[src/rtl/comparator_seq_param_if.sv]
// Operand/result handshake bundle for the sequential comparator.
// master = producer/consumer side, slave = comparator side.
interface comparator_seq_param_if #(
    parameter int WIDTH = 32
);
    logic             in_valid;
    logic             in_ready;
    logic [WIDTH-1:0] a;
    logic [WIDTH-1:0] b;
    logic             signed_mode;
    logic             out_valid;
    logic             out_ready;
    logic             gr;
    logic             lt;
    logic             eq;
    logic             busy;

    modport master (
        output in_valid, a, b, signed_mode, out_ready,
        input  in_ready, out_valid, gr, lt, eq, busy
    );

    modport slave (
        input  in_valid, a, b, signed_mode, out_ready,
        output in_ready, out_valid, gr, lt, eq, busy
    );
endinterface

[src/rtl/comparator_seq_param.sv]
// Chunk-serial magnitude comparator, MSB chunk first, early exit on
// the first differing chunk. Signed mode biases the MSB and compares unsigned.
module comparator_seq_param #(
    parameter int WIDTH = 32,
    parameter int CHUNK = 4
) (
    input logic                    clk,
    input logic                    rst,
    comparator_seq_param_if.slave  bus
);
    localparam int NCH = WIDTH / CHUNK;
    localparam int KW  = (NCH > 1) ? $clog2(NCH) : 1;
    localparam logic [KW-1:0]    LAST = KW'(NCH - 1);
    localparam logic [WIDTH-1:0] MSB  = WIDTH'(1) << (WIDTH - 1);

    if (WIDTH < 1 || CHUNK < 1 || (WIDTH % CHUNK) != 0) begin : g_param_err
        $error("comparator_seq_param: WIDTH must be a multiple of CHUNK");
    end

    typedef enum logic [1:0] {
        IDLE,
        RUN,
        DONE
    } state_e;

    state_e           state_q, state_d;
    logic [WIDTH-1:0] a_q, a_d;
    logic [WIDTH-1:0] b_q, b_d;
    logic [KW-1:0]    k_q, k_d;
    logic             gr_q, gr_d;
    logic             lt_q, lt_d;
    logic             eq_q, eq_d;
    logic             out_valid_q, out_valid_d;

    logic [CHUNK-1:0] a_top;
    logic [CHUNK-1:0] b_top;

    assign a_top = a_q[WIDTH-1 -: CHUNK];
    assign b_top = b_q[WIDTH-1 -: CHUNK];

    always_comb begin
        state_d     = state_q;
        a_d         = a_q;
        b_d         = b_q;
        k_d         = k_q;
        gr_d        = gr_q;
        lt_d        = lt_q;
        eq_d        = eq_q;
        out_valid_d = out_valid_q;
        case (state_q)
            IDLE: begin
                if (bus.in_valid) begin
                    a_d     = bus.a ^ (bus.signed_mode ? MSB : '0);
                    b_d     = bus.b ^ (bus.signed_mode ? MSB : '0);
                    k_d     = '0;
                    state_d = RUN;
                end
            end
            RUN: begin
                if (a_top != b_top) begin
                    gr_d        = a_top > b_top;
                    lt_d        = a_top < b_top;
                    eq_d        = 1'b0;
                    out_valid_d = 1'b1;
                    state_d     = DONE;
                end else if (k_q == LAST) begin
                    gr_d        = 1'b0;
                    lt_d        = 1'b0;
                    eq_d        = 1'b1;
                    out_valid_d = 1'b1;
                    state_d     = DONE;
                end else begin
                    a_d = a_q << CHUNK;
                    b_d = b_q << CHUNK;
                    k_d = k_q + KW'(1);
                end
            end
            DONE: begin
                if (bus.out_ready) begin
                    gr_d        = 1'b0;
                    lt_d        = 1'b0;
                    eq_d        = 1'b0;
                    out_valid_d = 1'b0;
                    state_d     = IDLE;
                end
            end
            default: state_d = IDLE;
        endcase
    end

    always_ff @(posedge clk) begin
        if (rst) begin
            state_q     <= IDLE;
            a_q         <= '0;
            b_q         <= '0;
            k_q         <= '0;
            gr_q        <= 1'b0;
            lt_q        <= 1'b0;
            eq_q        <= 1'b0;
            out_valid_q <= 1'b0;
        end else begin
            state_q     <= state_d;
            a_q         <= a_d;
            b_q         <= b_d;
            k_q         <= k_d;
            gr_q        <= gr_d;
            lt_q        <= lt_d;
            eq_q        <= eq_d;
            out_valid_q <= out_valid_d;
        end
    end

    // in_ready is gated by rst so nothing is taken while reset is held
    assign bus.in_ready  = (state_q == IDLE) && !rst;
    assign bus.busy      = (state_q == RUN);
    assign bus.out_valid = out_valid_q;
    assign bus.gr        = gr_q;
    assign bus.lt        = lt_q;
    assign bus.eq        = eq_q;
endmodule

[src/flat_wrapper.sv]
// flat-port wrapper written by rule: the top's interface ports become plain ports
module comparator_seq_param_flat 
#(
    parameter int WIDTH = 32,
    parameter int CHUNK = 4
)
  (clk, rst, bus_in_valid, bus_a, bus_b, bus_signed_mode, bus_out_ready, bus_in_ready, bus_out_valid, bus_gr, bus_lt, bus_eq, bus_busy);
  comparator_seq_param_if #(.WIDTH(WIDTH)) bus_i ();
  input logic clk;
  input logic rst;
  input wire logic [$bits(bus_i.in_valid)-1:0] bus_in_valid;
  input wire logic [$bits(bus_i.a)-1:0] bus_a;
  input wire logic [$bits(bus_i.b)-1:0] bus_b;
  input wire logic [$bits(bus_i.signed_mode)-1:0] bus_signed_mode;
  input wire logic [$bits(bus_i.out_ready)-1:0] bus_out_ready;
  output wire logic [$bits(bus_i.in_ready)-1:0] bus_in_ready;
  output wire logic [$bits(bus_i.out_valid)-1:0] bus_out_valid;
  output wire logic [$bits(bus_i.gr)-1:0] bus_gr;
  output wire logic [$bits(bus_i.lt)-1:0] bus_lt;
  output wire logic [$bits(bus_i.eq)-1:0] bus_eq;
  output wire logic [$bits(bus_i.busy)-1:0] bus_busy;
  assign bus_i.in_valid = bus_in_valid;
  assign bus_i.a = bus_a;
  assign bus_i.b = bus_b;
  assign bus_i.signed_mode = bus_signed_mode;
  assign bus_i.out_ready = bus_out_ready;
  assign bus_in_ready = bus_i.in_ready;
  assign bus_out_valid = bus_i.out_valid;
  assign bus_gr = bus_i.gr;
  assign bus_lt = bus_i.lt;
  assign bus_eq = bus_i.eq;
  assign bus_busy = bus_i.busy;
  comparator_seq_param #(.WIDTH(WIDTH), .CHUNK(CHUNK)) u_core (.clk(clk), .rst(rst), .bus(bus_i));
endmodule
[config.mk]
export PLATFORM = sky130hd
export DESIGN_NAME = comparator_seq_param_flat
export DESIGN_NICKNAME = d
export VERILOG_FILES = /design/src/rtl/comparator_seq_param_if.sv /design/src/rtl/comparator_seq_param.sv /design/src/flat_wrapper.sv
export SDC_FILE = /design/constraint.sdc
export NUM_CORES = 1
export LEC_CHECK = 0
export BUFFER_PORTS_ARGS = -buffer_cell sky130_fd_sc_hd__clkbuf_2
export CAP_MARGIN = 30
export CORE_MARGIN = 2
export CORE_UTILIZATION = 37
export DETAILED_ROUTE_END_ITERATION = 6
export SLEW_MARGIN = 20
export SYNTH_ARGS = -nofsm -noshare
export SYNTH_HDL_FRONTEND = slang
export SYNTH_SLANG_ARGS = --single-unit
[constraint.sdc]
create_clock -name clk -period 2.14 [get_ports clk]
set_input_delay 0.321 -clock clk [delete_from_list [all_inputs] [get_ports clk]]
set_output_delay 0.321 -clock clk [all_outputs]
set_load 0.005 [all_outputs]
==> results of run 1 <==
-- cell type report --
cell class	count	area, µm²
clock buffers	9	124
clock inverters	7	119
fillers	971	4970
inverters	5	18.8
multi-input cells	293	1900
flip-flops and latches	73	1460
well taps	129	161
repair buffers	88	528
-- through the flow --
step | power [mW] | instances | util (%) | worst slack [ns] | hold WS [ns]
floorplan | 2.59 | 406 | - | 0.294 | 0.432
global placement | 2.85 | 586 | 43.7 | 0.223 | 0.446
detailed placement | 2.89 | 586 | 43.7 | 0.154 | 0.452
CTS | 4.20 | 602 | 46.3 | 0.130 | 0.201
global route | 4.42 | 604 | 46.4 | 0.0172 | 0.210
finish | 4.16 | 604 | 46.4 | 0.161 | 0.218
-- path summary, 6_finish.rpt --
path	to	depth (start not counted)	start
setup / recovery	u_core.b_q[20]$_SDFFE_PP0P_	8	u_core.b_q[31]$_SDFFE_PP0P_
hold / removal	u_core.a_q[2]$_SDFFE_PP0P_	3	bus_a[2]
setup reg to reg	u_core.b_q[20]$_SDFFE_PP0P_	8	u_core.b_q[31]$_SDFFE_PP0P_
hold reg to reg	u_core.bus.out_valid$_SDFFE_PP0P_	2	u_core.bus.out_valid$_SDFFE_PP0P_
-- kinds of logic (layout without fill, tap and decap cells) --
logic type               count (synthesis)  after routing  share of synthesized area [%]
XOR/XNOR                                 2              2                          0.492
AND/OR/NAND/NOR                        203            203                           22.4
adder cells (fa/ha/maj)                  6              6                           2.11
flip-flops                              73             73                           41.1
AO/OA/AOI/OAI                           80             80                           27.5
buffers and inverters                   40            109                           5.87
multiplexers                             2              2                          0.563
-- worst min-delay path, cell delays in order --
cell and delay [ns]:
clkbuf_2 0.08, a2bb2oi_1 0.05, nor2_1 0.07
-- per-layer routing --
layer	routed length, µm	track usage, %	share of wire [%]	vias to the layer above
met3	404	4.86	4.9	8
li1	-	-	-	1542
met2	3660	26.1	44	69
met1	4120	22.7	50	1388
met4	75	4.41	0.91	0
met5	0	0	0	-
-- layout by cell type (no fill, tap or decap) --
master / instances
nand3_1: 2
nor2b_1: 2
clkinv_4: 1
a211oi_1: 1
nor3b_1: 1
o211ai_1: 3
inv_2: 1
clkinvlp_4: 2
nor3_1: 2
clkbuf_2: 73
a21oi_1: 9
inv_1: 4
mux2i_1: 2
o31ai_4: 1
nand4_1: 2
clkinv_2: 1
xnor2_1: 2
clkbuf_8: 9
o31a_1: 1
buf_4: 11
a21o_1: 1
nor2_1: 65
nand3b_1: 2
nand2b_1: 1
or3b_1: 1
a22oi_2: 1
ha_1: 6
bufinv_16: 3
a2bb2oi_1: 8
a311oi_1: 4
nand2_1: 124
buf_12: 4
dfxtp_1: 73
a311oi_2: 50
nand2b_2: 1
o21ai_0: 1
-- registers in the layout, indices dropped and copies added, names as in the netlist --
signal / flops
u_core.k_q: 3
u_core.bus.eq: 1
u_core.bus.gr: 1
u_core.state_q: 2
u_core.bus.out_valid: 1
u_core.bus.lt: 1
u_core.b_q: 32
u_core.a_q: 32
-- power by group through the flow --
| stage | logic (mW) | registers (mW) | clock network [mW] |
|---|---|---|---|
| after CTS | 1.17 | 1.69 | 1.34 |
| after global placement | 1.14 | 1.72 | 0 |
| after global routing | 1.31 | 1.72 | 1.39 |
| final | 1.17 | 1.69 | 1.30 |
| after detailed placement | 1.16 | 1.72 | 0 |
| after floorplan | 0.903 | 1.69 | 0 |
-- what timing repair did --
action	in CTS	in global routing
setup endpoints to repair	0	7
hold buffers	0	0
buffers inserted	0	2
==> run_results.csv, run 1 <==
group,metric,value,unit
run_status,outcome,"finished, final reports clean",
synth,seq_area_frac_synth,41.1,%
power_and_ir_drop,leakage,1.74,nW
placed_design,dpl-instance-area,4050,µm²
synth,yosys_warnings,0,
synth,synth_flop_cell,"dfxtp_1",
cts,ctsHtreeMaxLevel,3,
power_and_ir_drop,power.internal,2.84,mW
timing,rsz0062_at_grt,"no",
power_and_ir_drop,swShare,31.7,%
critical_path,cp.required,2.40,ns
power_and_ir_drop,seqPwrFrac,40.6,%
final_layout,design_area,4310,µm²
placed_design,place_congestion,0.817,
synth,synth.distinct_cells,31,
timing,fin_tns_setup,0,ns
critical_path,startpoint_type,"flip-flop",
routing,drc,0,
cts,cts_tree,"done",
synth,synth_edf_count,0,
timing,max_freq,0.505,GHz
floorplanning,placementRows,35,
floorplanning,die_area,10400,µm²
grt,grt_pass1_vias,3002,
power_and_ir_drop,power_frac_comb,28.1,%
timing,tightest_slew,0.593,ns
grt,grt_max_degree,64,
synth,synth_commonest_cells,"nand2_1, dfxtp_1, nor2_1",
floorplanning,die_x,102,µm
timing,period_needed,1.98,ns
critical_path,cp_top_family,"compound AO/OA/AOI/OAI gates",
timing,finalHoldViolations,0,
final_layout,n_antenna_cell,0,
synth,post-synth-top-area-fraction,41.1,%
routing,vias,3007,
cts,root_buffer,"clkbuf_8",
timing,max_slew_margin,60.4,%
synth,syn-cell-area,3560,µm²
critical_path,slowest_stage,"dfxtp_1",
synth,synth_area_leader_cell,"dfxtp_1",
synth,synthCells,406,
power_and_ir_drop,netSwitchingPower,1.32,mW
synth,synth_seq_cells,73,
routing,dr.pass1.iters,4,
final_layout,num-nets-final,545,
timing,timing.final.max_slew_violations,0,
synth,syn_avg_cell_area,8.76,µm²
worst_hold_path,hp-class,"input pin to flip-flop",
routing,vias_per_cell,4.98,
run,drv_cap,0,
cts,clock_latency,0.35,ns
final_layout,drive_gt1_share,33.3,%
critical_path,r2r_slack,0.16,ns
timing,setup-violations-final,0,
synth,syn-num-nets,481,
placed_design,hpwl,5.59,mm
synth,ys_async_sr_fraction,0,%
routing,wire_per_inst,13.7,µm
floorplanning,die_y,102,µm
critical_path,slowest_delay,0.34,ns
timing,fin_skew,0.0114,ns
cts,numCtsBuffers,9,
routing,drtAntennaViolNets,0,
critical_path,path_cells,"inv_1 > ha_1 > nand4_1 > o31ai_4 > buf_4 > buf_12 > nor2_1 > a311oi_2",
cts,clk_path_buf_depth,2,
critical_path,crit_fanout,44,
grt,antenna_found_initial,0,
routing,finalWirelength,8.26,mm
floorplanning,initial_core_util,38.3,%
power_and_ir_drop,pwr-share-clk,31.3,%
synth,yosysMostFrequentCell,"nand2_1",
final_layout,area_delta_synth_final,21.2,%
grt,overflow,0,
synth,netlist_top_cells_area,"dfxtp_1, a311oi_2, nand2_1",
critical_path,crit_arrival,2.24,ns
cts,path_clk_slew,0.08,ns
grt,track_usage,16.7,%
timing,min_period_over_period,92.5,%
critical_path,critPathKind,"flip-flop to flip-flop",
routing,drt_iter0_markers,124,
power_and_ir_drop,ir_drop,0.519,mV
placed_design,port_buffers,74,
critical_path,cp_num_buf_inv,3,
floorplanning,coreArea,9280,µm²
grt,grt_pass1_wl,13.9,mm
power_and_ir_drop,power_density,965,nW/µm²
floorplanning,io_pins,75,
cts,cts_resized,0,
cts,cts_sinks,73,
critical_path,worst_setup_path_end_kind,"flip-flop",
No activity file was read; power rests on OpenSTA's default activity.
==> run 2, diff against run 1 <==
--- a/config.mk
+++ b/config.mk
@@ -7,7 +7,7 @@
 export LEC_CHECK = 0
 export BUFFER_PORTS_ARGS = -buffer_cell sky130_fd_sc_hd__clkbuf_2
 export CAP_MARGIN = 30
-export CORE_MARGIN = 2
+export CORE_MARGIN = 3
 export CORE_UTILIZATION = 37
 export DETAILED_ROUTE_END_ITERATION = 6
 export SLEW_MARGIN = 20
==> run 2 against run 1 <==
Compared with the run above:
- routed wire length rose by 2.0%
- register-to-register slack got worse by 0.02 ns
- combinational power is essentially flat
- critical path depth is 3 lower
- global-route usage is 0.65 points lower
- clock power decreased by 18%
==> run_results.csv, run 2 (synthesis gave the netlist of run 1 again) <==
group,metric,value,unit
run_status,outcome,"finished, final reports clean",
final_layout,fin_util,46.1,%
routing,finalWirelength,8.43,mm
grt,grt_pass1_vias,3080,
cts,ctsHtreeMaxLevel,3,
grt,track_usage,16.0,%
critical_path,startpoint_type,"flip-flop",
routing,dr.pass1.iters,4,
timing,period_needed,2.02,ns
floorplanning,coreArea,9280,µm²
floorplanning,io_pins,75,
grt,overflow,0,
routing,vias,3063,
power_and_ir_drop,power_frac_comb,29.8,%
cts,root_buffer,"clkbuf_8",
final_layout,largestRegisters,"u_core.a_q: 32 flops, u_core.b_q: 32 flops, u_core.k_q: 3 flops",
power_and_ir_drop,seqPwrFrac,43.0,%
critical_path,path_cells,"nand2b_2 > buf_4 > inv_2 > buf_4 > clkbuf_2",
power_and_ir_drop,pwr-share-clk,27.2,%
cts,clock_latency,0.35,ns
final_layout,num-nets-final,551,
critical_path,crit_arrival,1.70,ns
placed_design,place_inst,591,
timing,tightest_slew,0.517,ns
floorplanning,die_x,104,µm
floorplanning,placementRows,35,
critical_path,cp.required,1.82,ns
timing,max_freq,0.494,GHz
power_and_ir_drop,power.internal,2.67,mW
placed_design,hpwl,6.02,mm
critical_path,reg2reg_depth,8,
timing,timing.final.max_slew_violations,0,
critical_path,critPathKind,"flip-flop to output port",
timing,finalHoldViolations,0,
grt,grt_max_degree,43,
routing,vias_per_cell,5.03,
timing,fin_tns_setup,0,ns
routing,drtAntennaViolNets,0,
placed_design,place_congestion,0.762,
cts,cts_sinks,73,
critical_path,worst_setup_path_end_kind,"output port",
power_and_ir_drop,leakage,1.74,nW
final_layout,final_cell_mix,"nand2_1, clkbuf_2, dfxtp_1, nor2_1, a311oi_2",
final_layout,final_common_cell,"nand2_1",
worst_hold_path,hp-class,"input pin to flip-flop",
cts,numCtsBuffers,9,
cts,clk_path_buf_depth,2,
final_layout,area_delta_synth_final,20.3,%
final_layout,final_cells,609,
timing,rsz0062_at_grt,"no",
timing,max_slew_margin,65.6,%
placed_design,place_ws,0.127,ns
cts,cts_resized,0,
critical_path,crit_top_cell,"buf_4",
critical_path,r2r_slack,0.14,ns
timing,setup-violations-final,0,
floorplanning,initial_core_util,38.3,%
final_layout,design_area,4280,µm²
routing,drc,0,
floorplanning,die_y,104,µm
critical_path,slowest_stage,"dfxtp_1",
timing,fin_skew,0.00815,ns
timing,min_period_over_period,94.5,%
power_and_ir_drop,swShare,32.3,%
floorplanning,die_area,10800,µm²
final_layout,drive_gt1_share,33.8,%
power_and_ir_drop,netSwitchingPower,1.27,mW
placed_design,port_buffers,74,
routing,wire_per_inst,13.8,µm
grt,grt_pass1_wl,14.4,mm
timing,setup_ws,0.118,ns
run,drv_cap,0,
power_and_ir_drop,power_density,920,nW/µm²
final_layout,n_antenna_cell,0,
routing,drt_iter0_markers,104,
cts,path_clk_slew,0.07,ns
placed_design,dpl-instance-area,4070,µm²
worst_hold_path,hold_path_depth,3,
power_and_ir_drop,ir_drop,0.445,mV
cts,cts_tree,"done",
grt,antenna_found_initial,0,
critical_path,slowest_delay,0.34,ns
critical_path,crit_fanout,30,
==> run 2: cell types whose count changed in the layout (fill, tap and decap cells not counted), moves of 2 or more <==
cell	before	now
bufinv_16	3	1
clkbuf_8	9	11
buf_4	11	18
clkinvlp_4	2	0
buf_12	4	2
==> run 2: worst paths after layout <==
path / startpoint / to
max reg2reg: u_core.b_q[31]$_SDFFE_PP0P_ / u_core.b_q[30]$_SDFFE_PP0P_
min: bus_a[2] / u_core.a_q[2]$_SDFFE_PP0P_
min reg2reg: u_core.bus.out_valid$_SDFFE_PP0P_ / u_core.bus.out_valid$_SDFFE_PP0P_
max: u_core.state_q[1]$_SDFFE_PP0P_ / bus_busy
==> run 2: power groups by stage <==
stage | Clock, mW | Sequential (mW) | Combinational, mW
after floorplan | 0 | 1.69 | 0.903
final | 1.07 | 1.69 | 1.17
after global routing | 1.17 | 1.72 | 1.31
after global placement | 0 | 1.72 | 1.14
after CTS | 1.10 | 1.69 | 1.17
after detailed placement | 0 | 1.72 | 1.17
==> run 2: final cells by class <==
type                    count  area [µm²]
fillers                   952        5000
multi-input cells         293        1900
flip-flops and latches     73        1460
repair buffers             94         546
well taps                 129         161
clock buffers              12         155
clock inverters             3        40.0
inverters                   5        18.8
==> run 2: per-stage QoR <==
stage / total power, mW / hold slack, ns
2_1_floorplan: 2.59 / 0.432
3_3_place_gp: 2.86 / 0.447
3_5_place_dp: 2.89 / 0.453
4_1_cts: 3.97 / 0.201
5_1_grt: 4.20 / 0.199
6_report: 3.94 / 0.208
==> run 2: timing repair <==
action,in CTS,in global routing
setup buffers,0,2
endpoints found under the setup margin,0,3
hold buffers,0,0
==> run 2: worst max-delay path, delay by kind of cell, from the launching register on <==
kind / cells / cell delay (ns)
flops: 1 / 0.34
simple gates: 1 / 0.22
buf+inv: 4 / 0.78
==> run 2: routing by layer <==
layer / vias to the layer above / part of all wire [%] / GRT usage [%]
li1: 1551 / - / -
met2: 82 / 48 / 27.3
met3: 7 / 6.1 / 4.90
met5: - / 0 / 0
met1: 1423 / 45 / 20.0
met4: 0 / 0.88 / 3.70
